### src/rtl/monitor_pkg.sv
// Shared types and default constants for the output signature monitor.
package monitor_pkg;

    typedef enum logic [1:0] {
        IDLE   = 2'd0,
        SETTLE = 2'd1,
        RUN    = 2'd2,
        DONE   = 2'd3
    } mon_state_t;

    localparam logic [15:0] DEFAULT_POLY = 16'h1021;
    localparam logic [15:0] DEFAULT_SEED = 16'h0000;

endpackage

### src/rtl/misr16.sv
// 16-bit multiple-input signature register; clear loads SEED and wins over en.
module misr16
    import monitor_pkg::*;
#(
    parameter int unsigned DW   = 16,
    parameter logic [15:0] POLY = DEFAULT_POLY,
    parameter logic [15:0] SEED = DEFAULT_SEED
) (
    input  logic          clk,
    input  logic          clear,
    input  logic          en,
    input  logic [DW-1:0] data,
    output logic [15:0]   sig
);

    logic [15:0] sig_q;
    logic [15:0] sig_d;

    always_comb begin
        sig_d = sig_q;
        if (clear) begin
            sig_d = SEED;
        end else if (en) begin
            sig_d = {sig_q[14:0], 1'b0} ^ (sig_q[15] ? POLY : 16'h0000) ^ 16'(data);
        end
    end

    always_ff @(posedge clk) begin
        sig_q <= sig_d;
    end

    assign sig = sig_q;

endmodule

### src/rtl/output_signature_monitor.sv
// Captures a programmable window of netlist outputs into a MISR signature,
// counting output changes and recording the index of the first change.
module output_signature_monitor
    import monitor_pkg::*;
#(
    parameter int unsigned WIDTH         = 15,
    parameter int unsigned CYC_W         = 16,
    parameter int unsigned SETTLE_CYCLES = 2,
    parameter logic [15:0] POLY          = DEFAULT_POLY,
    parameter logic [15:0] SEED          = DEFAULT_SEED
) (
    input  logic             bertaClock,
    input  logic             global_reset,
    input  logic [WIDTH-1:0] dut_out,
    input  logic             start,
    input  logic [CYC_W-1:0] capture_len,
    output logic             busy,
    output logic             done,
    output logic [15:0]      sig,
    output logic [CYC_W-1:0] change_count,
    output logic             first_change_valid,
    output logic [CYC_W-1:0] first_change_idx
);

    mon_state_t       state_q, state_d;
    logic [CYC_W-1:0] len_q, len_d;
    logic [CYC_W-1:0] settle_cnt_q, settle_cnt_d;
    logic [CYC_W-1:0] idx_q, idx_d;
    logic [WIDTH-1:0] prev_q, prev_d;
    logic [CYC_W-1:0] change_count_q, change_count_d;
    logic             fc_valid_q, fc_valid_d;
    logic [CYC_W-1:0] fc_idx_q, fc_idx_d;
    logic             busy_q, busy_d;
    logic             done_q, done_d;
    logic             misr_clear_c;
    logic             misr_en_c;

    // Next-state, counters and change detection.
    always_comb begin
        state_d        = state_q;
        len_d          = len_q;
        settle_cnt_d   = settle_cnt_q;
        idx_d          = idx_q;
        prev_d         = prev_q;
        change_count_d = change_count_q;
        fc_valid_d     = fc_valid_q;
        fc_idx_d       = fc_idx_q;
        misr_clear_c   = 1'b0;
        misr_en_c      = 1'b0;

        unique case (state_q)
            IDLE, DONE: begin
                if (start) begin
                    state_d        = SETTLE;
                    len_d          = capture_len;
                    settle_cnt_d   = '0;
                    idx_d          = '0;
                    change_count_d = '0;
                    fc_valid_d     = 1'b0;
                    fc_idx_d       = '0;
                    misr_clear_c   = 1'b1;
                end
            end
            SETTLE: begin
                prev_d       = dut_out;
                settle_cnt_d = settle_cnt_q + CYC_W'(1);
                if (settle_cnt_q == CYC_W'(SETTLE_CYCLES - 1)) begin
                    state_d = (len_q == '0) ? DONE : RUN;
                end
            end
            RUN: begin
                misr_en_c = 1'b1;
                if (dut_out != prev_q) begin
                    if (change_count_q != '1) begin
                        change_count_d = change_count_q + CYC_W'(1);
                    end
                    if (!fc_valid_q) begin
                        fc_valid_d = 1'b1;
                        fc_idx_d   = idx_q;
                    end
                end
                prev_d = dut_out;
                idx_d  = idx_q + CYC_W'(1);
                if (idx_q == len_q - CYC_W'(1)) begin
                    state_d = DONE;
                end
            end
            default: state_d = IDLE;
        endcase

        busy_d = (state_d == SETTLE) || (state_d == RUN);
        done_d = (state_d == DONE);
    end

    always_ff @(posedge bertaClock) begin
        if (global_reset) begin
            state_q        <= IDLE;
            len_q          <= '0;
            settle_cnt_q   <= '0;
            idx_q          <= '0;
            prev_q         <= '0;
            change_count_q <= '0;
            fc_valid_q     <= 1'b0;
            fc_idx_q       <= '0;
            busy_q         <= 1'b0;
            done_q         <= 1'b0;
        end else begin
            state_q        <= state_d;
            len_q          <= len_d;
            settle_cnt_q   <= settle_cnt_d;
            idx_q          <= idx_d;
            prev_q         <= prev_d;
            change_count_q <= change_count_d;
            fc_valid_q     <= fc_valid_d;
            fc_idx_q       <= fc_idx_d;
            busy_q         <= busy_d;
            done_q         <= done_d;
        end
    end

    // Reset shares the seed-load path so the signature returns to SEED with everything else.
    misr16 #(
        .DW   (WIDTH),
        .POLY (POLY),
        .SEED (SEED)
    ) u_misr (
        .clk   (bertaClock),
        .clear (global_reset | misr_clear_c),
        .en    (misr_en_c),
        .data  (dut_out),
        .sig   (sig)
    );

    assign busy               = busy_q;
    assign done               = done_q;
    assign change_count       = change_count_q;
    assign first_change_valid = fc_valid_q;
    assign first_change_idx   = fc_idx_q;

endmodule

### config.mk
export PLATFORM = sky130hd
export DESIGN_NAME = output_signature_monitor
export DESIGN_NICKNAME = d
export VERILOG_FILES = /design/src/rtl/monitor_pkg.sv /design/src/rtl/misr16.sv /design/src/rtl/output_signature_monitor.sv
export SDC_FILE = /design/constraint.sdc
export NUM_CORES = 1
export LEC_CHECK = 0
export CORE_MARGIN = 10
export CORE_UTILIZATION = 45
export DETAILED_ROUTE_END_ITERATION = 8
export PLACE_DENSITY = 0.71
export SLEW_MARGIN = 20
export SYNTH_ARGS = -nofsm -noshare
export SYNTH_HDL_FRONTEND = slang
export SYNTH_SLANG_ARGS = --single-unit
### constraint.sdc
create_clock -name bertaClock -period 2 [get_ports bertaClock]
set_input_delay 0.2 -clock bertaClock [delete_from_list [all_inputs] [get_ports bertaClock]]
set_output_delay 0.2 -clock bertaClock [all_outputs]
set_load 0.02 [all_outputs]
Yosys cells after proc, flatten, opt, wreduce, memory -nomap -nowiden

Index checks and enable logic that the tools add are counted.

Word-level logic and storage cells: 66
Flip-flop bits (word level): 116
Input bits: 34
Output and inout bits: 51

Reduce and logical (&&, ||, !) cells: 13
$add $sub $neg: 4
Eq/ne operators: 14
Multiplexer cells: 21
Bitwise gates (word level): 3

Operator list:

| kind                                                                    | number |
|---|---|
| 16-bit one-hot mux with 2 select lines                                  | 4 |
| 16-bit 2-to-1 mux                                                       | 5 |
| 16-bit by 1-bit adder with 16-bit output (second input constant)        | 3 |
| 16-bit by 1-bit equality test with 1-bit output (second input constant) | 1 |
| 16-bit equality test                                                    | 1 |
| 16-bit zero test                                                        | 1 |
| 16-bit != test (second input constant)                                  | 1 |
| 16-bit by 1-bit subtractor with 16-bit output (second input constant)   | 1 |
| 16-bit by 15-bit bitwise XOR with 16-bit output                         | 1 |
| 16-bit bitwise XOR                                                      | 1 |
| 15-bit != test                                                          | 1 |
| 13-bit 2-to-1 mux                                                       | 1 |
| 2-bit equality test (second input constant)                             | 4 |
| 2-bit != test (second input constant)                                   | 4 |
| 4-bit AND reduction                                                     | 2 |
| 1-bit 2-to-1 mux                                                        | 6 |
| 2-bit 2-to-1 mux                                                        | 3 |
| 2-bit one-hot mux with 3 select lines                                   | 1 |
| 2-bit AND reduction                                                     | 3 |
| 2-bit by 1-bit equality test with 1-bit output (second input constant)  | 2 |
| 2-bit nonzero test                                                      | 2 |
| 2-bit OR reduction                                                      | 2 |
| 3-bit AND reduction                                                     | 1 |
| 2-bit zero test                                                         | 1 |
| other kinds (3)                                                         | 3 |

Depth between registers and ports, before layout

Gate-level depths: netlist of run 1.

Depth after elaboration: 6
Mapped depth: 11
Mapped depth without buffers: 11

Modules after synthesis

From an unflattened synthesis of run 1, not the netlist that was laid out.

Cell total of the unflattened synthesis: 673
Area, all modules: 5801.8 sq um

Modules (own cells, without submodules):

| module                   | times used | cells an instance | sequential area each (sq um) | area an instance (sq um) |
|---|---|---|---|---|
| output_signature_monitor | 1          | 601               | 2001.9                       | 5086.1 |
| misr16                   | 1          | 72                | 320.3                        | 715.7 |

Least setup slack after synthesis of run 1

OpenSTA, ideal clock, no wires.

Path type: register to register
Start: reg len_q[0]
End: reg busy_q, in the netlist busy
Period minus slack after synthesis: 2.255 ns
Path buffers: 0
Required time: 1.872 ns
Path slack: -0.255 ns
Arrival: 2.126 ns
Setup time: 0.128 ns
Stages on the path, launching flop included: 12
Cell sequence: dfxtp_1 inv_1 ha_1 xor2_1 o211a_1 nand4_1 a211o_1 nor4_2 a21oi_1 a211oi_1 ha_1 nor2b_1

Word-level cells in the longest chain between the ends: 6
Elaborated cells between the ends (all ways): 10
Those cells by class: 1 x add/sub; 3 x eq/ne; 4 x mux; 2 x reduce/logical

RTL lines:

| element                                                                               | RTL line                                                       | source |
|---|---|---|
| start: declaration                                                                    | output_signature_monitor.sv:26                                 | `logic [CYC_W-1:0] len_q, len_d;` |
| start signal: assignment                                                              | output_signature_monitor.sv:109                                | `len_q <= len_d;` |
| 16-bit by 1-bit subtractor with 16-bit output or 16-bit zero test (tied branches)     | output_signature_monitor.sv:84, output_signature_monitor.sv:68 |  |
| 16-bit equality test or 1-bit 2-to-1 mux (tied branches)                              | output_signature_monitor.sv:84, output_signature_monitor.sv:68 |  |
| 2-bit 2-to-1 mux, on equally long branches                                            | output_signature_monitor.sv:84, output_signature_monitor.sv:67 |  |
| 2-bit one-hot mux with 3 select lines (*)                                             | output_signature_monitor.sv:51                                 | `unique case (state_q)` |
| 2-bit by 1-bit equality test with 1-bit output or 2-bit equality test (tied branches) | output_signature_monitor.sv:91                                 | `busy_d = (state_d == SETTLE) \|\| (state_d == RUN);` |
| 1-bit logical OR (*)                                                                  | output_signature_monitor.sv:91                                 |  |
| net busy_d                                                                            | output_signature_monitor.sv:33                                 | `logic busy_q, busy_d;` |
| end signal: assignment                                                                | output_signature_monitor.sv:116                                | `busy_q <= busy_d;` |
| end: declaration                                                                      | output_signature_monitor.sv:33                                 |  |

The timed path passes the listed nets; every way through them passes the cells marked *.
A chain may end at the register's enable or synchronous reset.

Final worst setup path of run 1

Same ends and word-level chain as after synthesis.

==> results of run 1 <==
-- final cells by class --
cell class / instances / share of cell area [%]
clock buffer: 24 / 6.06
clock inverter: 8 / 1.98
inverter: 10 / 0.474
multi-input combinational: 521 / 40.1
sequential: 116 / 27.7
tap: 168 / 2.49
timing repair buffer: 196 / 21.2
-- cell families (layout without fill, tap and decap cells) --
family	Yosys count	in the layout	share of synthesized area, %
AND/OR/NAND/NOR	295	295	24.9
flip-flops	116	116	41.3
multiplexers	21	21	3.76
AO/OA/AOI/OAI	120	120	12.9
buffers and inverters	48	238	3.38
adder cells (fa/ha/maj)	8	8	1.78
XOR/XNOR	77	77	12.0
-- worst max path at each step --
stage	startpoint	slack, ps	endpoint
2_1_floorplan	len_q[1]	-210	busy
3_3_place_gp	dut_out[5]	-500	first_change_idx[11]
6_report	len_q[0]	-380	busy
4_1_cts	len_q[0]	-410	busy
3_5_place_dp	dut_out[11]	-590	first_change_idx[10]
5_1_grt	len_q[0]	-520	busy
-- critical path, stage by stage, from the launching register on --
cell,delay [ps]
dfxtp_4,360
or4_4,540
nor2_2,110
xnor2_1,80
a211o_1,270
nor4_4,170
a21oi_2,110
a211oi_2,170
ha_2,300
nor2b_1,120
-- state kept, by name, indices dropped and copies added, names as in the netlist, 2 cells and up --
register and cells:
u_misr.sig 16, state_q 2, prev_q 15, settle_cnt_q 16, change_count 16, idx_q 16
len_q 16, first_change_idx 16
-- power groups by stage --
stage	sequential, mW	clock (mW)	combinational [mW]
2_1_floorplan	2.66	0	1.23
4_1_cts	2.60	3.49	2.14
5_1_grt	2.62	3.60	2.68
6_report	2.61	3.47	2.48
3_5_place_dp	2.64	0	2.06
3_3_place_gp	2.63	0	2.00
-- per-layer routing --
metal  part of all wire, %  vias to the layer above
met2                    50                      193
met3                   5.8                       24
met5                     0                        -
li1                      -                     2730
met1                    42                     2710
met4                   1.9                        0
-- synthesized netlist by cell type, types with 2 or more instances --
| library cell | n |
|---|---|
| and4_1 | 4 |
| clkbuf_1 | 26 |
| o21ai_1 | 3 |
| o211a_1 | 2 |
| xnor2_1 | 45 |
| a21oi_1 | 60 |
| and2_1 | 3 |
| buf_1 | 4 |
| or3_1 | 10 |
| nor3b_1 | 3 |
| dfxtp_1 | 116 |
| inv_1 | 10 |
| nor3_1 | 22 |
| xor2_1 | 32 |
| nand4b_1 | 3 |
| o21ai_0 | 17 |
| nand2b_1 | 3 |
| a211oi_1 | 17 |
| nor4_1 | 10 |
| a31oi_1 | 2 |
| nand2_1 | 86 |
| mux2i_1 | 20 |
| buf_2 | 8 |
| nor2_1 | 86 |
| ha_1 | 8 |
| nand4_1 | 9 |
| a22oi_1 | 4 |
| nand3_1 | 35 |
| and3_1 | 7 |
| nor2b_1 | 4 |
| nand3b_1 | 2 |
-- placed cells by master (no fill, tap or decap), types with 9 or more instances in the layout --
master | synthesis | layout
a211oi_1 | 17 | 16
a21oi_1 | 60 | 56
buf_4 | 0 | 99
clkbuf_16 | 0 | 20
clkdlybuf4s50_1 | 0 | 83
dfxtp_1 | 116 | 106
mux2i_1 | 20 | 20
nand2_1 | 86 | 85
nand3_1 | 35 | 34
nand4_1 | 9 | 9
nor2_1 | 86 | 78
nor3_1 | 22 | 14
o21ai_0 | 17 | 12
or3_1 | 10 | 9
xnor2_1 | 45 | 42
xor2_1 | 32 | 32
-- stage by stage --
stage / std cells / setup TNS [ps] / hold slack (ps) / util, % / area (µm²)
2_1_floorplan: 685 / -289 / 328 / - / 5670
3_3_place_gp: 1001 / -12660 / 442 / 60.7 / 7350
3_5_place_dp: 1001 / -14860 / 452 / 60.7 / 7350
4_1_cts: 1034 / -899 / 190 / 66.7 / 8080
5_1_grt: 1043 / -2780 / 223 / 69.7 / 8450
6_report: 1043 / -831 / 201 / 69.7 / 8450
-- repair_timing --
action | in CTS | in global routing
pin swaps | 2 | 21
setup buffers | 1 | 6
endpoints found under the setup margin | 22 | 47
gates cloned | 0 | 4
resized for setup | 12 | 58
==> summary.txt, run 1 <==
Critical path
  • Worst R2R End: busy
  • Crit-path max FO: 5
  • Crit path DAT: 2660 ps
  • CP Data Required Time: 2280 ps
  • Worst setup EP type: register
  • Type of the worst setup path: register to register
  • Crit start category: register
  • R2r setup slk: -380 ps
  • Worst reg-to-reg path cell count: 9
  • Reg2reg start: len_q[0]

Floorplan
  • DIE AREA: 17400 µm²
  • Core ar.: 12100 µm²
  • Chip Width: 132 µm
  • # IOs: 85
  • Chip Height: 132 µm
  • Number of core rows: 40
  • Initial Util: 46.4%

Outcome
  • Status: finished, violations left
  • Violated checks: setup timing

Layout
  • Layout cells sized above 1: 24.1%
  • Sequential Area: 2340 µm²
  • ANT cells: 0
  • Footprint of the multi-input gates: 3390 µm²
  • Filler instances: 935
  • Area Overhead vs Synth: 50.2%
  • Nets@finish: 904

Logic synthesis
  • Post-Syn Nets: 727
  • Synth warn: 0
  • Most used DFF post-synth: dfxtp_1
  • Ys async rst share: 0%
  • Seq cells post-synth: 116
  • EDFF count, synth: 0
  • Synth area leader: dfxtp_1
  • Area contributors post-synth: dfxtp_1, xnor2_1, nand2_1, nor2_1, a21oi_1
  • Post-synth cell types: 55
  • Post-synthesis cell area: 5620 µm²
  • Post-Synthesis Cells: 685
  • Mean Syn Cell Area: 8.21 µm²
  • Sequential element share of the synthesized area: 41.3%
  • Post-synth top area share: 41.3%

Global routing
  • Pin count of the biggest net entering global routing: 64
  • GRT overflow: 0
  • First-pass GRT wire length: 26.4 mm
  • Met1 usage: 21.0%
  • Antenna violations before repair: 0
  • M2 GR Usage: 31.0%
  • Met3 Usage GRT: 4.57%
  • Vias in the first global route: 5499
  • GRT Util Overall: 18.2%
  • GRT busiest layer: met2

Job
  • Max_cap viols: 0

Power and ir drop
  • LEAKAGE: 3.20 nW
  • Clock power frac: 40.6%
  • P_sw: 2.47 mW
  • Seq pwr share: 30.4%
  • Net Sw Frac: 28.8%
  • PwrDens: 1010 nW/µm²
  • Comb pwr share: 29.0%
  • Internal: 6.09 mW
  • Peak VDD IR: 0.711 mV
  • Pwr Total: 8.56 mW

Place
  • Port-buffer cells: 84
  • Post-detail-place hpwl: 11.5 mm
  • Placer Congestion: 0.852
  • Pre-CTS setup slack: -587 ps

Detailed routing
  • Drt via density: 5.42
  • First-pass DRT Iterations: 7
  • Post-DR wirelength/cell: 16.2 µm
  • Initial DRC Count: 385
  • Total Wirelength: 16.9 mm
  • Overall via count from detail_route: 5657
  • Post-route DRC: 0
  • Post-route ant nets: 0

Timing
  • Fmax: 421 MHz
  • Tcrit/Tclk final: 119%
  • Clock skew after layout: 12.3 ps
  • Final worst setup slack: -378 ps
  • Slew Limit Fails: 0
  • Hold Vio Cnt, Final: 0
  • Min Tclk post-route: 2380 ps
  • Final setup vio count: 13
  • Slew headroom: 51.8%
  • Slew of the pin with the lowest slew margin: 723 ps
  • Unrepaired setup endpoints after global routing: true

Clocking
  • Reg clk slew, reported paths: 50 ps
  • CTS tree: done
  • Clk buf depth: 2
  • TritonCTS Buffers: 17
  • CTS hold repair buffers: 0
  • Root Driver: clkbuf_16
  • Skew-Pair Late Insertion Delay: 430 ps
  • CTS sink cnt: 116
  • H-Tree Depth: 4

Worst hold path
  • Worst Hold End: settle_cnt_q[0]
  • Hold_sp: global_reset
  • Hold Path Depth: 4
  • Hold WC Path Type: primary input to register
No activity file was read; power rests on OpenSTA's default activity.
==> run 2, diff against run 1 <==
Settings changed: REMOVE_ABC_BUFFERS from default to 1.
==> run 2 against run 1 <==
Effect of this change:
- clock power fell by 14%
- cell count grew 0.29%
- first-iteration DRC count down 16%
- combinational power rose by 2%
- sequential cell count stayed put
- the run still ends with setup timing left
- critical path depth is the same
- critical endpoint unchanged
- cell area shrank 1.1%
- via count is 0.95% lower
==> summary.txt, run 2 (same netlist as run 1, synthesis figures left out) <==
Clocking
  • Clk buf depth: 2 (unchanged)
  • Root Driver: clkbuf_16
  • Reg clk slew, reported paths: 50 ps (about the same)
  • CTS sink cnt: 116 (unchanged)
  • H-Tree Depth: 4 (unchanged)
  • TritonCTS Buffers: 17 (unchanged)
  • CTS tree: done
  • CTS hold repair buffers: 0 (unchanged)
  • Skew-Pair Late Insertion Delay: 420 ps (about the same)

Detailed routing
  • Total Wirelength: 16.7 mm (-1.1%)
  • Initial DRC Count: 324 (-16%)
  • Post-route DRC: 0 (unchanged)
  • Post-route ant nets: 0 (unchanged)
  • First-pass DRT Iterations: 5 (-2)
  • Post-DR wirelength/cell: 16.0 µm (-1.4%)
  • Overall via count from detail_route: 5603 (-0.95%)
  • Drt via density: 5.36 (-1.2%)

Place
  • Post-detail-place hpwl: 11.7 mm (+2.1%)
  • Placer Congestion: 0.898 (+5.4%)
  • Port-buffer cells: 84 (unchanged)
  • Pre-CTS setup slack: -636 ps (-48.3 ps)
  • Placed cell count: 1002 (+0.10%)

Outcome
  • Status: finished, violations left
  • Violated checks: setup timing

Timing
  • Slew of the pin with the lowest slew margin: 494 ps (-228 ps)
  • Fmax: 417 MHz (-0.81%)
  • Unrepaired setup endpoints after global routing: true
  • Slew headroom: 67.0% (+15 points)
  • Slew Limit Fails: 0 (unchanged)
  • Tcrit/Tclk final: 120% (+0.97 points)
  • Clock skew after layout: 5.54 ps (-6.72 ps)
  • Min Tclk post-route: 2400 ps (+19.4 ps)
  • Final worst setup slack: -397 ps (-19.4 ps)
  • Hold Vio Cnt, Final: 0 (unchanged)
  • Final setup vio count: 3 (-10)

Layout
  • ANT cells: 0 (unchanged)
  • Nets@finish: 908 (+0.44%)
  • Finished Layout Cells: 1046 (+0.29%)
  • Commonest non-fill, non-tap cell in the layout: dfxtp_1
  • Area Overhead vs Synth: 48.6%
  • Filler instances: 991 (+6.0%)
  • Layout cells sized above 1: 23.5% (-0.65 points)
  • Commonest non-fill, non-tap cells in the layout: dfxtp_1, buf_4, nor2_1

Worst hold path
  • Hold WC Path Type: primary input to register

Power and ir drop
  • LEAKAGE: 3.18 nW (-0.56%)
  • PwrDens: 968 nW/µm² (-4.4%)
  • Peak VDD IR: 0.680 mV (-4.3%)

Critical path
  • CP Data Required Time: 2290 ps (about the same)
  • Crit start category: register
  • Crit-path max FO: 5 (unchanged)
  • Type of the worst setup path: register to register
  • Worst setup EP type: register
  • Crit path DAT: 2690 ps (+30 ps)

Global routing
  • Vias in the first global route: 5666 (+3.0%)
  • First-pass GRT wire length: 27.3 mm (+3.3%)
  • GRT overflow: 0 (unchanged)
  • Antenna violations before repair: 0 (unchanged)
  • Pin count of the biggest net entering global routing: 41 (-36%)
  • GRT Util Overall: 18.7% (+0.51 points)

Floorplan
  • DIE AREA: 17400 µm² (unchanged)
  • Number of core rows: 40 (unchanged)
  • Initial Util: 46.4% (unchanged)
  • # IOs: 85 (unchanged)
  • Chip Height: 132 µm (unchanged)
  • Core ar.: 12100 µm² (unchanged)
  • Chip Width: 132 µm (unchanged)

Job
  • Max_cap viols: 0 (unchanged)
==> run 2: critical path, stage by stage, from the launching register on <==
cell      delay (ps)
dfxtp_4          360
or4_4            550
nor2_4           100
xnor2_1           90
a211o_1          280
nor4_4           160
a21oi_2          110
a211oi_2         190
ha_2             310
nor2b_1          120
==> run 2: power by group <==
| part | internal (mW) | switching, mW |
|---|---|---|
| registers | 2.48 | 0.132 |
| clock network | 1.91 | 1.05 |
| logic | 1.22 | 1.30 |
==> run 2: routing by layer <==
metal | share of wire [%] | vias to the layer above | GRT usage (%)
li1 | - | 2738 | -
met5 | 0 | - | 0
met1 | 42 | 2683 | 20.7
met4 | 1.6 | 0 | 6.24
met3 | 6.6 | 24 | 7.01
met2 | 50 | 158 | 32.3
==> run 2: layout make-up <==
| type | instances | area, µm² | area share (%) |
|---|---|---|---|
| clock buffer | 22 | 474 | 5.67 |
| timing repair buffer | 200 | 1810 | 21.7 |
| tap | 168 | 210 | 2.51 |
| clock inverter | 9 | 104 | 1.24 |
| inverter | 10 | 43.8 | 0.524 |
| sequential | 116 | 2340 | 27.9 |
| multi-input combinational | 521 | 3380 | 40.4 |
==> run 2: path summary, 6_finish.rpt <==
path              cells after the start                  from                   end  slack (ps)
setup / recovery                      9              len_q[0]                  busy        -400
hold / removal                        4          global_reset       settle_cnt_q[0]         290
setup reg to reg                      9              len_q[0]                  busy        -400
hold reg to reg                       2  first_change_idx[13]  first_change_idx[13]         450
==> run 2: stage by stage <==
| step | power [mW] | hold WS, ps | area, µm² | setup TNS, ps | utilization, % |
|---|---|---|---|---|---|
| 6_report | 8.09 | 286 | 8360 | -917 | 69.0 |
| 5_1_grt | 8.48 | 260 | 8360 | -1830 | 69.0 |
| 4_1_cts | 7.87 | 239 | 8070 | -783 | 66.6 |
| 3_5_place_dp | 4.75 | 447 | 7340 | -16660 | 60.6 |
| 3_3_place_gp | 4.67 | 441 | 7340 | -13140 | 60.6 |
| 2_1_floorplan | 3.77 | 269 | 5470 | -79050 | - |
==> run 2: what timing repair did <==
item | in CTS | in global routing
cloned | 0 | 2
endpoints found under the setup margin | 45 | 41
resized for setup | 31 | 44
pin swaps | 7 | 18
buffers inserted | 4 | 7
==> run 3, diff against run 2 <==
Settings changed: REMOVE_ABC_BUFFERS 1 to default, SLEW_MARGIN 20 to default.
==> results of run 3 <==
Same layout as run 1: the final DEF is identical, and so are final timing and power.
